`src/rtl/count_hold_check.sv`:
```
// count_hold_check: receive-side monitor for the 4-bit count/hold/add result bus.
// Each clock it takes one sample (din, sel, a, b) and checks it against the rule
// for its mode. Outputs are registered and describe the sample taken at the
// previous edge: an error pulse with a cause code, a saturating error counter,
// the history-valid flag and the most recent sample that passed.
//
// Error cause codes on err_code (000 whenever err is low):
//   001  add mismatch     (sel=00, din != a + b)
//   010  count mismatch   (sel=10 after a sel=10 sample, din != prev_din + 1 mod 16)
//   011  hold mismatch    (sel=01 with valid history, din != prev_din)
//   100  illegal mode     (sel=11)
//
// There is no valid/ready handshake: every rising clock edge is a sample,
// and every output is valid for exactly the one cycle after that edge.
module count_hold_check #(
    parameter int CNT_W = 8
) (
    input  logic             clk,
    input  logic             rst,        // asynchronous, active-low
    input  logic [3:0]       din,
    input  logic [1:0]       sel,
    input  logic [2:0]       a,
    input  logic [2:0]       b,
    input  logic             clr,
    output logic             err,
    output logic [2:0]       err_code,
    output logic [CNT_W-1:0] err_cnt,
    output logic             locked,
    output logic [3:0]       last_good
);

    typedef enum logic {
        ST_UNLOCKED = 1'b0,
        ST_LOCKED   = 1'b1
    } state_t;

    localparam logic [1:0] SEL_ADD   = 2'b00;
    localparam logic [1:0] SEL_HOLD  = 2'b01;
    localparam logic [1:0] SEL_COUNT = 2'b10;
    localparam logic [1:0] SEL_ILL   = 2'b11;

    localparam logic [2:0] CODE_NONE  = 3'b000;
    localparam logic [2:0] CODE_ADD   = 3'b001;
    localparam logic [2:0] CODE_COUNT = 3'b010;
    localparam logic [2:0] CODE_HOLD  = 3'b011;
    localparam logic [2:0] CODE_ILL   = 3'b100;

    localparam logic [CNT_W-1:0] CNT_ONE = {{(CNT_W-1){1'b0}}, 1'b1};
    localparam logic [CNT_W-1:0] CNT_MAX = {CNT_W{1'b1}};

    state_t           r_state;
    logic [3:0]       r_prev_din;
    logic [1:0]       r_prev_sel;

    logic [3:0]       w_add_exp;
    logic [3:0]       w_count_exp;
    logic             w_fail;
    logic [2:0]       w_code;
    logic [CNT_W-1:0] w_cnt_base;
    logic [CNT_W-1:0] w_cnt_next;

    // Expected values: add is widened so 7+7=14 never truncates; count wraps 15->0.
    assign w_add_exp   = {1'b0, a} + {1'b0, b};
    assign w_count_exp = r_prev_din + 4'd1;

    // Classify the current sample; the case order gives the check priority.
    always_comb begin
        w_fail = 1'b0;
        w_code = CODE_NONE;
        case (sel)
            SEL_ILL: begin
                w_fail = 1'b1;
                w_code = CODE_ILL;
            end
            SEL_ADD: begin
                if (din != w_add_exp) begin
                    w_fail = 1'b1;
                    w_code = CODE_ADD;
                end
            end
            SEL_COUNT: begin
                // Only a count sample directly following another count sample
                // is checkable; a mode switch into count restarts tracking.
                if ((r_state == ST_LOCKED) && (r_prev_sel == SEL_COUNT) &&
                    (din != w_count_exp)) begin
                    w_fail = 1'b1;
                    w_code = CODE_COUNT;
                end
            end
            SEL_HOLD: begin
                if ((r_state == ST_LOCKED) && (din != r_prev_din)) begin
                    w_fail = 1'b1;
                    w_code = CODE_HOLD;
                end
            end
            default: begin
                w_fail = 1'b0;
                w_code = CODE_NONE;
            end
        endcase
    end

    // Counter next value: clear takes effect first, then a detected error adds one,
    // holding at all-ones instead of wrapping.
    always_comb begin
        w_cnt_base = clr ? '0 : err_cnt;
        w_cnt_next = w_cnt_base;
        if (w_fail && (w_cnt_base != CNT_MAX)) begin
            w_cnt_next = w_cnt_base + CNT_ONE;
        end
    end

    // Lock FSM, sample history and all registered outputs.
    always_ff @(posedge clk or negedge rst) begin
        if (!rst) begin
            r_state    <= ST_UNLOCKED;
            r_prev_din <= 4'd0;
            r_prev_sel <= 2'b00;
            err        <= 1'b0;
            err_code   <= CODE_NONE;
            err_cnt    <= '0;
            locked     <= 1'b0;
            last_good  <= 4'd0;
        end else begin
            r_prev_din <= din;
            r_prev_sel <= sel;
            err        <= w_fail;
            err_code   <= w_code;
            err_cnt    <= w_cnt_next;
            case (r_state)
                ST_UNLOCKED: begin
                    if (sel != SEL_ILL) begin
                        r_state <= ST_LOCKED;
                        locked  <= 1'b1;
                    end else begin
                        locked  <= 1'b0;
                    end
                end
                ST_LOCKED: begin
                    if (sel == SEL_ILL) begin
                        r_state <= ST_UNLOCKED;
                        locked  <= 1'b0;
                    end else begin
                        locked  <= 1'b1;
                    end
                end
                default: begin
                    r_state <= ST_UNLOCKED;
                    locked  <= 1'b0;
                end
            endcase
            // Illegal samples always fail, so !w_fail implies a legal mode.
            if (!w_fail) begin
                last_good <= din;
            end
        end
    end

endmodule

```
`config.mk`:
```
export PLATFORM = sky130hd
export DESIGN_NAME = count_hold_check
export DESIGN_NICKNAME = d
export VERILOG_FILES = /design/src/rtl/count_hold_check.sv
export SDC_FILE = /design/constraint.sdc
export NUM_CORES = 1
export LEC_CHECK = 0
export CAP_MARGIN = 20
export CORE_ASPECT_RATIO = 1.5
export CORE_MARGIN = 1.5
export CORE_UTILIZATION = 47
export DETAILED_ROUTE_END_ITERATION = 10
export PLACE_DENSITY = 0.78
export SLEW_MARGIN = 15
export SYNTH_ARGS = -nofsm -noshare
export SYNTH_HDL_FRONTEND = slang
export SYNTH_SLANG_ARGS = --single-unit
export TNS_END_PERCENT = 50
```
`constraint.sdc`:
```
create_clock -name clk -period 2.6 [get_ports clk]
set_clock_uncertainty 0.05 [all_clocks]
set_input_delay 0.52 -clock clk [delete_from_list [all_inputs] [get_ports clk]]
set_output_delay 0.52 -clock clk [all_outputs]
set_load 0.1 [all_outputs]
```
# Word level (Yosys, flattened, before mapping)
# Index checks and enable logic that the tools add are counted.
[classes]
addsub = 3
eq_ne = 9
n_mux = 13
bitwise = 1
n_reduce_logical = 5
[op_table]
columns = ["operator", "count"]
rows = [
  ["$mux 8", 2],
  ["$ne 4x4->1", 3],
  ["$pmux 3 s4", 1],
  ["$add 8x1->8 const B", 1],
  ["$ne 8x8->1 const B", 1],
  ["$eq 2x2->1 const B", 3],
  ["$mux 1", 6],
  ["$add 3x3->4", 1],
  ["$add 4x1->4 const B", 1],
  ["$logic_and 1x1->1", 4],
  ["$mux 2", 2],
  ["$pmux 1 s4", 1],
  ["$eq 2x1->1 const B", 1],
  ["$logic_not 2->1", 1],
  ["$ne 2x2->1 const B", 1],
  ["$pmux 1 s2", 1],
  ["$not 1->1", 1],
]
[word_totals]
ff_bits = 23
in_bits = 15
out_inout_bits = 17
elab_cells = 38

# Logic depth before layout (Yosys ltp)
# Gate-level depths: netlist (run 1).
[depth]
ltp_word = 7
mapped_depth = 8
depth_no_buf = 8

# Worst setup path after synthesis (run 1)
# No wires, ideal clock.
[synth_path]
kind = "register -> register"
startpoint = "reg err_cnt[0]"
endpoint = "reg err_cnt[1]"
setup_time_ps = 125
arrival_time_ps = 2297
setup_slack_ps = 128
path_stages_with_launch = 7
period_less_slack_ps = 2472
path_cell_list = "dfrtp_1 > nor2b_1 > ha_1 > and3_1 > nand4b_1 > a21boi_2 > mux2_4"
[synth_via]
elab_chain_cells = 4
[synth_rtl]
columns = ["item", "line_no", "source"]
rows = [
  ["start, declared", "27", "output logic [CNT_W-1:0] err_cnt,"],
  ["start signal, assigned", "129", "err_cnt <= w_cnt_next;"],
  ["$mux 8 *", "106", "w_cnt_base = clr ? '0 : err_cnt;"],
  ["branches (longest 2 deep; another with $add 8x1->8)", "--", ""],
  ["$mux 8 *", "108", "if (w_fail && (w_cnt_base != CNT_MAX)) begin"],
  ["named net w_cnt_next[1]", "60", "logic [CNT_W-1:0] w_cnt_next;"],
]
# Mark *: on every way through the listed nets, which the timed path passes.
# A chain may end at the register's enable or synchronous reset.

# Worst setup path after layout (run 1)
[layout_path]
startpoint = "in a[0]"
endpoint = "reg last_good[1]"
[layout_via]
elab_chain_cells = 4
[layout_rtl]
columns = ["item", "line_no", "source"]
rows = [
  ["start, declared", "22", "input logic [2:0] a,"],
  ["$add 3x3->4", "63", "assign w_add_exp = {1'b0, a} + {1'b0, b};"],
  ["$ne 4x4->1", "76", "if (din != w_add_exp) begin"],
  ["$mux 1", "76", ""],
  ["$pmux 1 s4", "70", "case (sel)"],
  ["named net w_fail", "57", "logic w_fail;"],
  ["end signal, assigned", "154", "last_good <= din;"],
  ["end, declared", "29", "output logic [3:0] last_good"],
]
# The timed path passes the listed nets, and every way through them passes these cells.

==> summary.md, run 1 <==
| Metric | Value |
|---|---|
| Critical register-to-register path endpoint | last_good[1] |
| Static Leak | 0.772 nW |
| Placed cell area | 1610 um^2 |
| Hold path startpoint | err_cnt[5] |
| Utilization after layout | 0.669 |
| Port Buffer Count | 31 |
| TritonRoute pass-1 iters | 6 |
| CTS tree | yes |
| Crit start category | primary input |
| Area delta synth->final | 36.0% |
| ANT nets after route | 0 |
| GRT overflow | 0 |
| Post-layout min period | 2440 ps |
| Tightest Hold Check Type | register to register |
| Routed length per instance | 13.5 um |
| Layout cell share with drive strength beyond 1 | 0.295 |
| Hold Violations, Final | 0 |
| Post-CTS Hold Buffers | 0 |
| Max Cap Viol | 0 |
| GRT Overall Usage | 0.176 |
| Initial core utilization | 0.492 |
| CP max stage delay | 400 ps |
| Routed via count | 911 |
| Antenna diode count | 0 |
| Data required, critical path | 2750 ps |
| Fmax | 410 MHz |
| Period utilisation layout | 0.938 |
| Vias in the first global route | 893 |
| Initial DRC Count | 22 |
| CP bufs+invs | 2 |
| Insertion delay to the later sink of the worst-skew pair | 300 ps |
| Final wirelength | 2300 um |
| Synth Instances | 99 |
| Slowest CP cell | clkdlybuf4s50_1 |
| IO Count | 32 |
| Cell Area, Synth | 1200 um^2 |
| Maximum VDD drop | 0.000651 V |
| Critical path cell sequence | clkdlybuf4s50_1 > ha_1 > fa_1 > xor2_1 > xnor2_1 > nand3_1 > o21ai_2 > buf_6 > nand2_4 > mux2_4 |
| Detailed placement HPWL | 1890 um |
| Setup bufs post-CTS | 0 |
| Flop2flop setup slack | 440 ps |
| Final hold slack | 464 ps |
| Pre-CTS setup slack | -204 ps |
| PwrDens | 604 nW/um^2 |
| GP Congestion | 0.750 |
| Final Setup Violations | 0 |
| Pwr Total | 0.989 mW |
| CTS root buf | clkbuf_4 |
| Clock-pin slew on the worst setup and hold paths | 120 ps |
| Post-route setup slack | 161 ps |
| Avg Synthesized Cell Area | 12.2 um^2 |
| #FFs+latches synth | 23 |
| H-tree depth | 1 |
| Nets | 168 |
| Least-Margin Pin Slew | 286 ps |
| Largest net degree at the start of global routing | 24 |
| Area of the core | 2450 um^2 |
| Die Y | 65.0 um |
| Worst R2R Path Depth | 7 |
| Reg2Reg Launch Point | r_prev_din[0] |
| RSZ-0062 raised after global routing | false |
| Total die area | 2880 um^2 |
| Die Wd | 44.3 um |
| Sequential share of the synthesized area | 0.478 |
| CP top delay family | adder cells |
| First-pass GRT wire length | 3820 um |
| CP max FO | 9 |
| Max_slew headroom | 0.809 |
| Total CTS buffers | 3 |
| Crit path kind | primary input to register |
| Initial antenna violation count | 0 |
| Crit path capture type | register |
| Post-route cell area | 1640 um^2 |
| Yosys warnings | 0 |
| Netlist cell types | 30 |
| Via density | 5.36 |
| CTS max path bufs | 2 |
| Mapped Nets | 120 |
| Clk sinks | 23 |
| Drt drc | 0 |
| Crit path arrival time | 2590 ps |
| WHS Endpoint | err_cnt[5] |
| Hold path depth | 1 |
| Max-slew violation count | 0 |
| Site Rows | 22 |
| Status | complete, no violations |
-- worst reg2reg max path, stage by stage, from the launching register on --
cell	delay, ps
dfrtp_1	430
ha_1	320
xor2_1	150
o41a_1	420
nor3_4	170
buf_12	150
nand2_4	80
mux2_4	300
-- area by class of cell --
| cell class | instances | area, um^2 |
|---|---|---|
| fillers | 205 | 811 |
| multi-input cells | 74 | 622 |
| flip-flops and latches | 23 | 576 |
| repair buffers | 44 | 382 |
| well taps | 24 | 30.0 |
| clock buffers | 4 | 26.3 |
| inverters | 1 | 3.75 |
-- metal layers --
metal | wire [um] | up-vias | GRT usage
met5 | 0 | - | 0
met4 | 25 | 0 | 0.0530
met3 | 82 | 4 | 0.0167
met2 | 1300 | 25 | 0.327
met1 | 894 | 440 | 0.203
li1 | - | 442 | -
-- stage by stage --
step | cells | TNS (ps)
CTS | 170 | 0
floorplan | 99 | 0
detailed placement | 166 | -1650
global placement | 166 | -1330
global route | 170 | 0
finish | 170 | 0
-- repair_timing --
action | in CTS | in global routing
endpoints found under the hold margin | 0 | 0
endpoints found under the setup margin | 0 | 3
gates resized for setup | 0 | 1
-- cells in the final DEF (no fill, tap or decap), types with 2 or more instances in the layout --
cell type        count
nor2b_1              4
nand4_1              4
and3_1               2
mux2i_1              2
mux2_4               5
mux2_1               2
dfrtp_1             23
buf_4               28
a21oi_1              6
nand3_1              2
nor2_1               4
clkbuf_4             3
nand2_1              4
clkdlybuf4s50_1     14
ha_1                 5
and4b_1              2
nand4b_1             2
nand2b_1             4
xor2_1               4
xnor2_1             11
-- how the worst max path moves through the flow --
| stage | start | end | cells past startpoint |
|---|---|---|---|
| 2_1_floorplan | err_cnt[0] | err_cnt[1] | 6 |
| 3_3_place_gp | a[0] | last_good[0] | 10 |
| 3_5_place_dp | a[0] | last_good[3] | 10 |
| 4_1_cts | a[0] | last_good[1] | 10 |
| 5_1_grt | a[0] | err_cnt[4] | 10 |
| 6_report | a[0] | last_good[1] | 10 |
-- power breakdown --
group | switching, mW | total, mW | internal, mW
logic | 0.289 | 0.424 | 0.135
registers | 0.0186 | 0.408 | 0.389
clock network | 0.0977 | 0.157 | 0.0598
total | 0.405 | 0.989 | 0.584
-- cell usage after synthesis --
| master | number | share of area |
|---|---|---|
| nand2b_1 | 4 | 0.021 |
| nand2_1 | 4 | 0.012 |
| nand2_4 | 1 | 0.0093 |
| mux2_1 | 2 | 0.019 |
| xor2_1 | 4 | 0.029 |
| clkbuf_1 | 1 | 0.0031 |
| and3_1 | 2 | 0.010 |
| nor3b_1 | 1 | 0.0062 |
| and4b_1 | 2 | 0.017 |
| nand4_1 | 4 | 0.021 |
| a21boi_2 | 1 | 0.0093 |
| a21o_1 | 1 | 0.0062 |
| ha_1 | 5 | 0.052 |
| nand3b_1 | 1 | 0.0062 |
| nor3_4 | 1 | 0.014 |
| a21oi_1 | 6 | 0.025 |
| o41a_1 | 1 | 0.0093 |
| inv_1 | 1 | 0.0031 |
| fa_1 | 1 | 0.017 |
| nor2b_1 | 4 | 0.021 |
| nand4b_1 | 2 | 0.015 |
| xnor2_1 | 11 | 0.080 |
| dfrtp_1 | 23 | 0.48 |
| or2_2 | 1 | 0.0052 |
| nand3_1 | 2 | 0.0083 |
| o21ai_2 | 1 | 0.0073 |
| mux2_4 | 5 | 0.062 |
| mux2i_1 | 2 | 0.017 |
| nor2_1 | 4 | 0.012 |
| a21boi_0 | 1 | 0.0062 |
-- state kept, by name (all words and copies together), names as in the netlist --
register,count
err_cnt,8
last_good,4
r_prev_din,4
err_code,3
r_prev_sel,2
err,1
r_state,1
-- cell families (layout without fill, tap and decap cells) --
group / count (synthesis) / after routing / synth area share
XOR/XNOR: 15 / 15 / 0.109
AO/OA/AOI/OAI: 11 / 11 / 0.0633
adder cells (fa/ha/maj): 6 / 6 / 0.0685
AND/OR/NAND/NOR: 33 / 33 / 0.178
flip-flops: 23 / 23 / 0.478
buffers and inverters: 2 / 49 / 0.00622
multiplexers: 9 / 9 / 0.0976
No activity file was read; power rests on OpenSTA's default activity.
==> run 2: changes to the inputs <==
--- a/config.mk
+++ b/config.mk
@@ -10,7 +10,8 @@
 export CORE_MARGIN = 1.5
 export CORE_UTILIZATION = 47
 export DETAILED_ROUTE_END_ITERATION = 10
-export PLACE_DENSITY = 0.78
+export PLACE_DENSITY = 0.85
+export RECOVER_POWER = 100
 export SLEW_MARGIN = 15
 export SYNTH_ARGS = -nofsm -noshare
 export SYNTH_HDL_FRONTEND = slang
==> run 2 against run 1 <==
Worst hold slack better by 12 ps. Count of clock-buffer cells in the layout is 1 lower. Clock power hardly changed. Routed wire length is 3.0% higher. Via count is 0.99% higher. First-iteration DRC count is 27% lower. Design area is 5.5% lower. Worst setup slack worse by 37 ps. Fmax is 1.5% lower. Critical path depth stayed put. Critical path type unchanged.
==> summary.md, run 2 (synthesis gave the netlist of run 1 again) <==
| Metric | Value |
|---|---|
| Die Wd | 44.3 um (unchanged) |
| RSZ-0062 raised after global routing | false |
| Largest net degree at the start of global routing | 24 (unchanged) |
| Antenna diode count | 0 (unchanged) |
| CP max FO | 7 (-2) |
| CP bufs+invs | 2 (unchanged) |
| Initial DRC Count | 16 (-27%) |
| Max Cap Viol | 0 (unchanged) |
| Vias in the first global route | 964 (+8.0%) |
| Commonest cells after routing, fill and taps aside | dfrtp_1 (23), clkbuf_1 (20), xnor2_1 (11) |
| Drt drc | 0 (unchanged) |
| First-pass GRT wire length | 4050 um (+6.0%) |
| Initial antenna violation count | 0 (unchanged) |
| Biggest register | err_cnt |
| CTS tree | yes |
| Crit start category | primary input |
| Layout cell share with drive strength beyond 1 | 0.153 (-0.142) |
| CP top delay family | adder cells |
| Final wirelength | 2370 um (+3.0%) |
| TritonRoute pass-1 iters | 6 (unchanged) |
| Critical path cell sequence | clkdlybuf4s50_1 > ha_2 > fa_1 > xor2_1 > xnor2_1 > nand3_1 > o21ai_2 > buf_6 > a21oi_1 > mux2_1 |
| Fin cells | 168 (-1.2%) |
| Pwr Total | 0.951 mW (-3.9%) |
| Insertion delay to the later sink of the worst-skew pair | 300 ps (about the same) |
| Site Rows | 22 (unchanged) |
| CTS max path bufs | 2 (unchanged) |
| Post-route cell area | 1550 um^2 (-5.5%) |
| Via density | 5.48 (+2.2%) |
| Total CTS buffers | 3 (unchanged) |
| Tightest Hold Check Type | register to register |
| Post-route setup slack | 124 ps (-36.9 ps) |
| Area delta synth->final | 28.6% |
| Data required, critical path | 2740 ps (about the same) |
| Max_slew headroom | 0.185 (-0.624) |
| Area of the core | 2450 um^2 (unchanged) |
| Commonest non-fill, non-tap cell in the layout | dfrtp_1 |
| Routed length per instance | 14.1 um (+4.2%) |
| Pre-CTS setup slack | -235 ps (-31.4 ps) |
| GRT Overall Usage | 0.187 (+0.0117) |
| Static Leak | 0.685 nW (-11%) |
| ANT nets after route | 0 (unchanged) |
| PwrDens | 614 nW/um^2 (+1.7%) |
| Crit path kind | primary input to register |
| Max-slew violation count | 0 (unchanged) |
| Post-CTS Hold Buffers | 0 (unchanged) |
| Maximum VDD drop | 0.000358 V (-45%) |
| Status | complete, no violations |
| Post-layout min period | 2480 ps (+36.9 ps) |
| CP max stage delay | 420 ps (+20 ps) |
| Nets | 166 (-1.2%) |
| Clock-pin slew on the worst setup and hold paths | 120 ps (about the same) |
| CTS root buf | clkbuf_4 |
| Total die area | 2880 um^2 (unchanged) |
| Placed Cells | 164 (-1.2%) |
| Crit path arrival time | 2620 ps (+30 ps) |
| Fmax | 404 MHz (-1.5%) |
| Detailed placement HPWL | 1910 um (+1.2%) |
| GRT overflow | 0 (unchanged) |
| Final Setup Violations | 0 (unchanged) |
| Largest register FFs | 8 (unchanged) |
| Setup bufs post-CTS | 0 (unchanged) |
| Initial core utilization | 0.492 (unchanged) |
| Least-Margin Pin Slew | 1220 ps (+936 ps) |
| Slowest CP cell | clkdlybuf4s50_1 |
| Period utilisation layout | 0.952 (+0.0142) |
| Placed cell area | 1590 um^2 (-0.93%) |
| Crit path capture type | register |
| Die Y | 65.0 um (unchanged) |
| Port Buffer Count | 31 (unchanged) |
| H-tree depth | 1 (unchanged) |
| Routed via count | 920 (+0.99%) |
| Clk sinks | 23 (unchanged) |
| GP Congestion | 0.869 (+16%) |
| Hold Violations, Final | 0 (unchanged) |
| Biggest regs | err_cnt: 8 flops, last_good: 4 flops, r_prev_din: 4 flops |
| IO Count | 32 (unchanged) |
[run 2: cell count changes in the layout (fill, tap and decap cells not counted), moves of 6 or more]
cell and delta:
dlygate4sd3_1 +6, buf_4 -22, clkdlybuf4s50_1 -6, clkbuf_1 +19
[run 2: area by class of cell]
cell class / count / area, um^2
clock buffers: 3 / 22.5
multi-input cells: 74 / 621
clock inverters: 1 / 5.00
fillers: 221 / 901
well taps: 24 / 30.0
repair buffers: 42 / 292
inverters: 1 / 3.75
flip-flops and latches: 23 / 576
[run 2: worst reg2reg max path, cell delays in order (launching register included)]
cell	delay (ps)
dfrtp_1	430
ha_1	310
xor2_1	140
o41a_1	420
nor3_4	180
buf_12	150
a21oi_1	70
mux2_1	320
[run 2: metal layers]
metal  vias to the layer above  GRT usage  share of wire
met5                         -          0              0
met2                        26      0.347           0.58
met1                       452      0.205           0.38
li1                        440          -              -
met4                         0     0.0682         0.0059
met3                         2     0.0279          0.036
[run 2: stage by stage]
| stage | setup TNS, ps | util | hold WS [ps] |
|---|---|---|---|
| after CTS | 0 | 0.662 | 484 |
| after detailed placement | -2280 | 0.651 | 455 |
| after global routing | 0 | 0.632 | 503 |
| final | 0 | 0.632 | 476 |
| after global placement | -1240 | 0.651 | 449 |
| after floorplan | 0 | - | 174 |
[run 2: worst paths after layout]
kind,from,to,slack (ps),cells past startpoint
setup / recovery,a[0],err_cnt[7],120,10
hold / removal,last_good[0],last_good[0],480,1
setup reg to reg,r_prev_din[0],err_cnt[7],420,7
hold reg to reg,last_good[0],last_good[0],480,1
max in group asynchronous,rst,last_good[3],850,2
min in group asynchronous,rst,err_cnt[6],920,2
[run 2: repair_timing]
action                     4_1_cts  5_1_grt
resized for setup                0        2
setup endpoints to repair        0        3
hold endpoints to repair         0        0
[run 2: power breakdown]
| group | leakage, nW | internal (mW) | switching [mW] | total [mW] |
|---|---|---|---|---|
| logic | 0.382 | 0.102 | 0.286 | 0.388 |
| clock network | 0.0177 | 0.0573 | 0.0987 | 0.156 |
| registers | 0.285 | 0.389 | 0.0178 | 0.407 |
==> run 3: changes to the inputs <==
--- a/config.mk
+++ b/config.mk
@@ -9,6 +9,7 @@
 export CORE_ASPECT_RATIO = 1.5
 export CORE_MARGIN = 1.5
 export CORE_UTILIZATION = 47
+export CTS_CLUSTER_SIZE = 25
 export DETAILED_ROUTE_END_ITERATION = 10
 export PLACE_DENSITY = 0.85
 export RECOVER_POWER = 100
==> constraint.sdc (replaced) <==
create_clock -name clk -period 2.7 [get_ports clk]
set_clock_uncertainty 0.05 [all_clocks]
set_input_delay 0.54 -clock clk [delete_from_list [all_inputs] [get_ports clk]]
set_output_delay 0.54 -clock clk [all_outputs]
set_load 0.1 [all_outputs]
==> run 3 against run 2 <==
Cell count up 0.60%. Highest routed layer unchanged. Design area fell by 0.48%. Register-to-register slack better by 100 ps. Via count rose by 0.54%. Worst hold slack got worse by 14 ps. Flip-flop and latch count stayed put. Non-clock buffer count up 1. Global-route usage is 1.4 points higher. Utilization down 0.31 points.
==> summary.md, run 3 (synthesis gave the netlist of run 1 again) <==
| Metric | Value |
|---|---|
| Reg2Reg Launch Point | r_prev_din[0] |
| Setup TNS | 0 ps (unchanged) |
| Biggest register | err_cnt |
| Combinational fraction of design power | 0.404 (-0.004) |
| Hold path depth | 1 (unchanged) |
| GP Congestion | 0.864 (-0.59%) |
| Die Wd | 44.3 um (unchanged) |
| Clock power share | 0.167 (+0.003) |
| Clk sinks | 23 (unchanged) |
| Slowest CP cell | clkdlybuf4s50_1 |
| Critical path cell sequence | clkdlybuf4s50_1 > ha_1 > fa_1 > xor2_1 > xnor2_1 > nand3_1 > o21ai_2 > buf_4 > a21oi_1 > mux2_1 |
| Commonest cells after routing, fill and taps aside | dfrtp_1 (23), clkbuf_1 (20), xnor2_1 (11) |
| Critical register-to-register path endpoint | err_cnt[4] |
| WHS Endpoint | last_good[0] |
| Status | complete, no violations |
| Final wirelength | 2450 um (+3.4%) |
| Period utilisation layout | 0.931 |
| Fmax | 398 MHz |
| CP max stage delay | 420 ps (about the same) |
| Top sig layer | met4 |
| GRT overflow | 0 (unchanged) |
| Data required, critical path | 2840 ps (+100 ps) |
| CTS root buf | clkbuf_4 |
| First-pass GRT wire length | 4330 um (+6.8%) |
| GRT Overall Usage | 0.201 (+0.0141) |
| Initial DRC Count | 30 (+14) |
| Largest register FFs | 8 (unchanged) |
| Clock-pin slew on the worst setup and hold paths | 120 ps (about the same) |
| CP max FO | 8 (+1) |
| PostCTS Resize Cnt | 0 (unchanged) |
| Crit path kind | primary input to register |
| Total die area | 2880 um^2 (unchanged) |
| Fill cell count | 206 (-6.8%) |
| Initial core utilization | 0.492 (unchanged) |
| Crit path arrival time | 2660 ps (+40 ps) |
| Via density | 5.47 (about the same) |
| H-tree depth | 1 (unchanged) |
| Final Setup Violations | 0 (unchanged) |
| Metal1 wirelength | 921 um (+2.2%) |
| Antenna diode count | 0 (unchanged) |
| Layout cell share with drive strength beyond 1 | 0.131 (-0.0217) |
| Final hold slack | 462 ps (-14.0 ps) |
| Setup bufs post-CTS | 0 (unchanged) |
| Max Cap Viol | 0 (unchanged) |
| Detailed placement HPWL | 2010 um (+5.0%) |
| Nets | 167 (+0.60%) |
| Largest net degree at the start of global routing | 24 (unchanged) |
| Least-Margin Pin Slew | 1200 ps (-24.3 ps) |
| Post-layout min period | 2510 ps |
| CP bufs+invs | 2 (unchanged) |
| Design internal power | 0.526 mW (-4.1%) |
| CTS tree | yes |
| Routed wl met2 | 1360 um (-0.15%) |
| Hold path startpoint | last_good[0] |
| Biggest regs | err_cnt: 8 flops, last_good: 4 flops, r_prev_din: 4 flops |
| Vias in the first global route | 1028 (+6.6%) |
| Port Buffer Count | 31 (unchanged) |
| Total CTS buffers | 3 (unchanged) |
| Switching power | 0.390 mW (-3.2%) |
| Crit start category | primary input |
| Post-CTS Hold Buffers | 0 (unchanged) |
| DR WL met3 | 86 um (unchanged) |
| Worst R2R Path Depth | 7 (unchanged) |
| Commonest non-fill, non-tap cell in the layout | dfrtp_1 |
| CP top delay family | adder cells |
| Static Leak | 0.679 nW (-0.87%) |
| Maximum VDD drop | 0.000379 V (+5.8%) |
| Tightest Hold Check Type | register to register |
| Crit path capture type | register |
| Area of the core | 2450 um^2 (unchanged) |
| ANT nets after route | 0 (unchanged) |
| Max-slew violation count | 0 (unchanged) |
| Crit. path cell count | 10 (unchanged) |
| CTS max path bufs | 2 (unchanged) |
| Hold Violations, Final | 0 (unchanged) |
| RSZ-0062 raised after global routing | false |
| Max_slew headroom | 0.202 (+0.0162) |
| IO Count | 32 (unchanged) |
| Drt drc | 0 (unchanged) |
| Die Y | 65.0 um (unchanged) |
| Flop2flop setup slack | 520 ps (+100 ps) |
| Site Rows | 22 (unchanged) |
| Insertion delay to the later sink of the worst-skew pair | 300 ps (about the same) |
| Flop pwr share | 0.429 (about the same) |
| PwrDens | 594 nW/um^2 (-3.3%) |
| TritonRoute pass-1 iters | 9 (+3) |
| Area delta synth->final | 27.9% |
| Initial antenna violation count | 0 (unchanged) |
| Routed via count | 925 (+0.54%) |
| Routed length per instance | 14.5 um (+2.8%) |
| Switching share of power | 0.425 (+0.00219) |
==> run 3: worst max path at each step <==
stage / slack (ps) / from / end
finish: 190 / a[0] / err_cnt[4]
CTS: 190 / a[0] / err_cnt[4]
global placement: -80 / a[0] / err_cnt[1]
detailed placement: -150 / a[0] / err_cnt[4]
floorplan: 230 / err_cnt[0] / err_cnt[1]
global route: 70 / a[0] / last_good[2]
==> run 3: metal layers <==
layer / vias to the layer above / global-route usage
met4: 0 / 0.129
li1: 440 / -
met2: 32 / 0.355
met1: 443 / 0.207
met3: 10 / 0.0390
met5: - / 0
==> run 3: power by group through the flow <==
| stage | sequential, mW | combinational [mW] | clock [mW] |
|---|---|---|---|
| floorplan | 0.590 | 0.0985 | 0 |
| global placement | 0.398 | 0.403 | 0 |
| detailed placement | 0.400 | 0.411 | 0 |
| CTS | 0.394 | 0.411 | 0.159 |
| global route | 0.396 | 0.389 | 0.176 |
| finish | 0.392 | 0.370 | 0.153 |
==> run 3: worst reg2reg max path, stage by stage, from the launching register on <==
cell,delay [ps]
dfrtp_1,430
ha_1,320
xor2_1,140
o41a_1,420
nor3_4,170
buf_12,150
a21oi_1,80
mux2_1,320
==> run 3: layout make-up <==
| class | count | area, um^2 | area share |
|---|---|---|---|
| Clock buffer | 4 | 26.3 | 0.0170 |
| Inverter | 1 | 3.75 | 0.00244 |
| Multi-Input combinational cell | 74 | 607 | 0.394 |
| Sequential cell | 23 | 576 | 0.373 |
| Tap cell | 24 | 30.0 | 0.0195 |
| Timing Repair Buffer | 43 | 299 | 0.194 |
==> run 3: per-stage QoR <==
stage / setup WS, ps / utilization / std cells / area, um^2 / power (mW)
finish: 185 / 0.629 / 169 / 1540 / 0.916
global route: 66.6 / 0.629 / 169 / 1540 / 0.961
CTS: 190 / 0.664 / 169 / 1630 / 0.964
detailed placement: -146 / 0.654 / 165 / 1600 / 0.811
global placement: -76.6 / 0.654 / 165 / 1600 / 0.801
floorplan: 228 / - / 99 / 1200 / 0.688
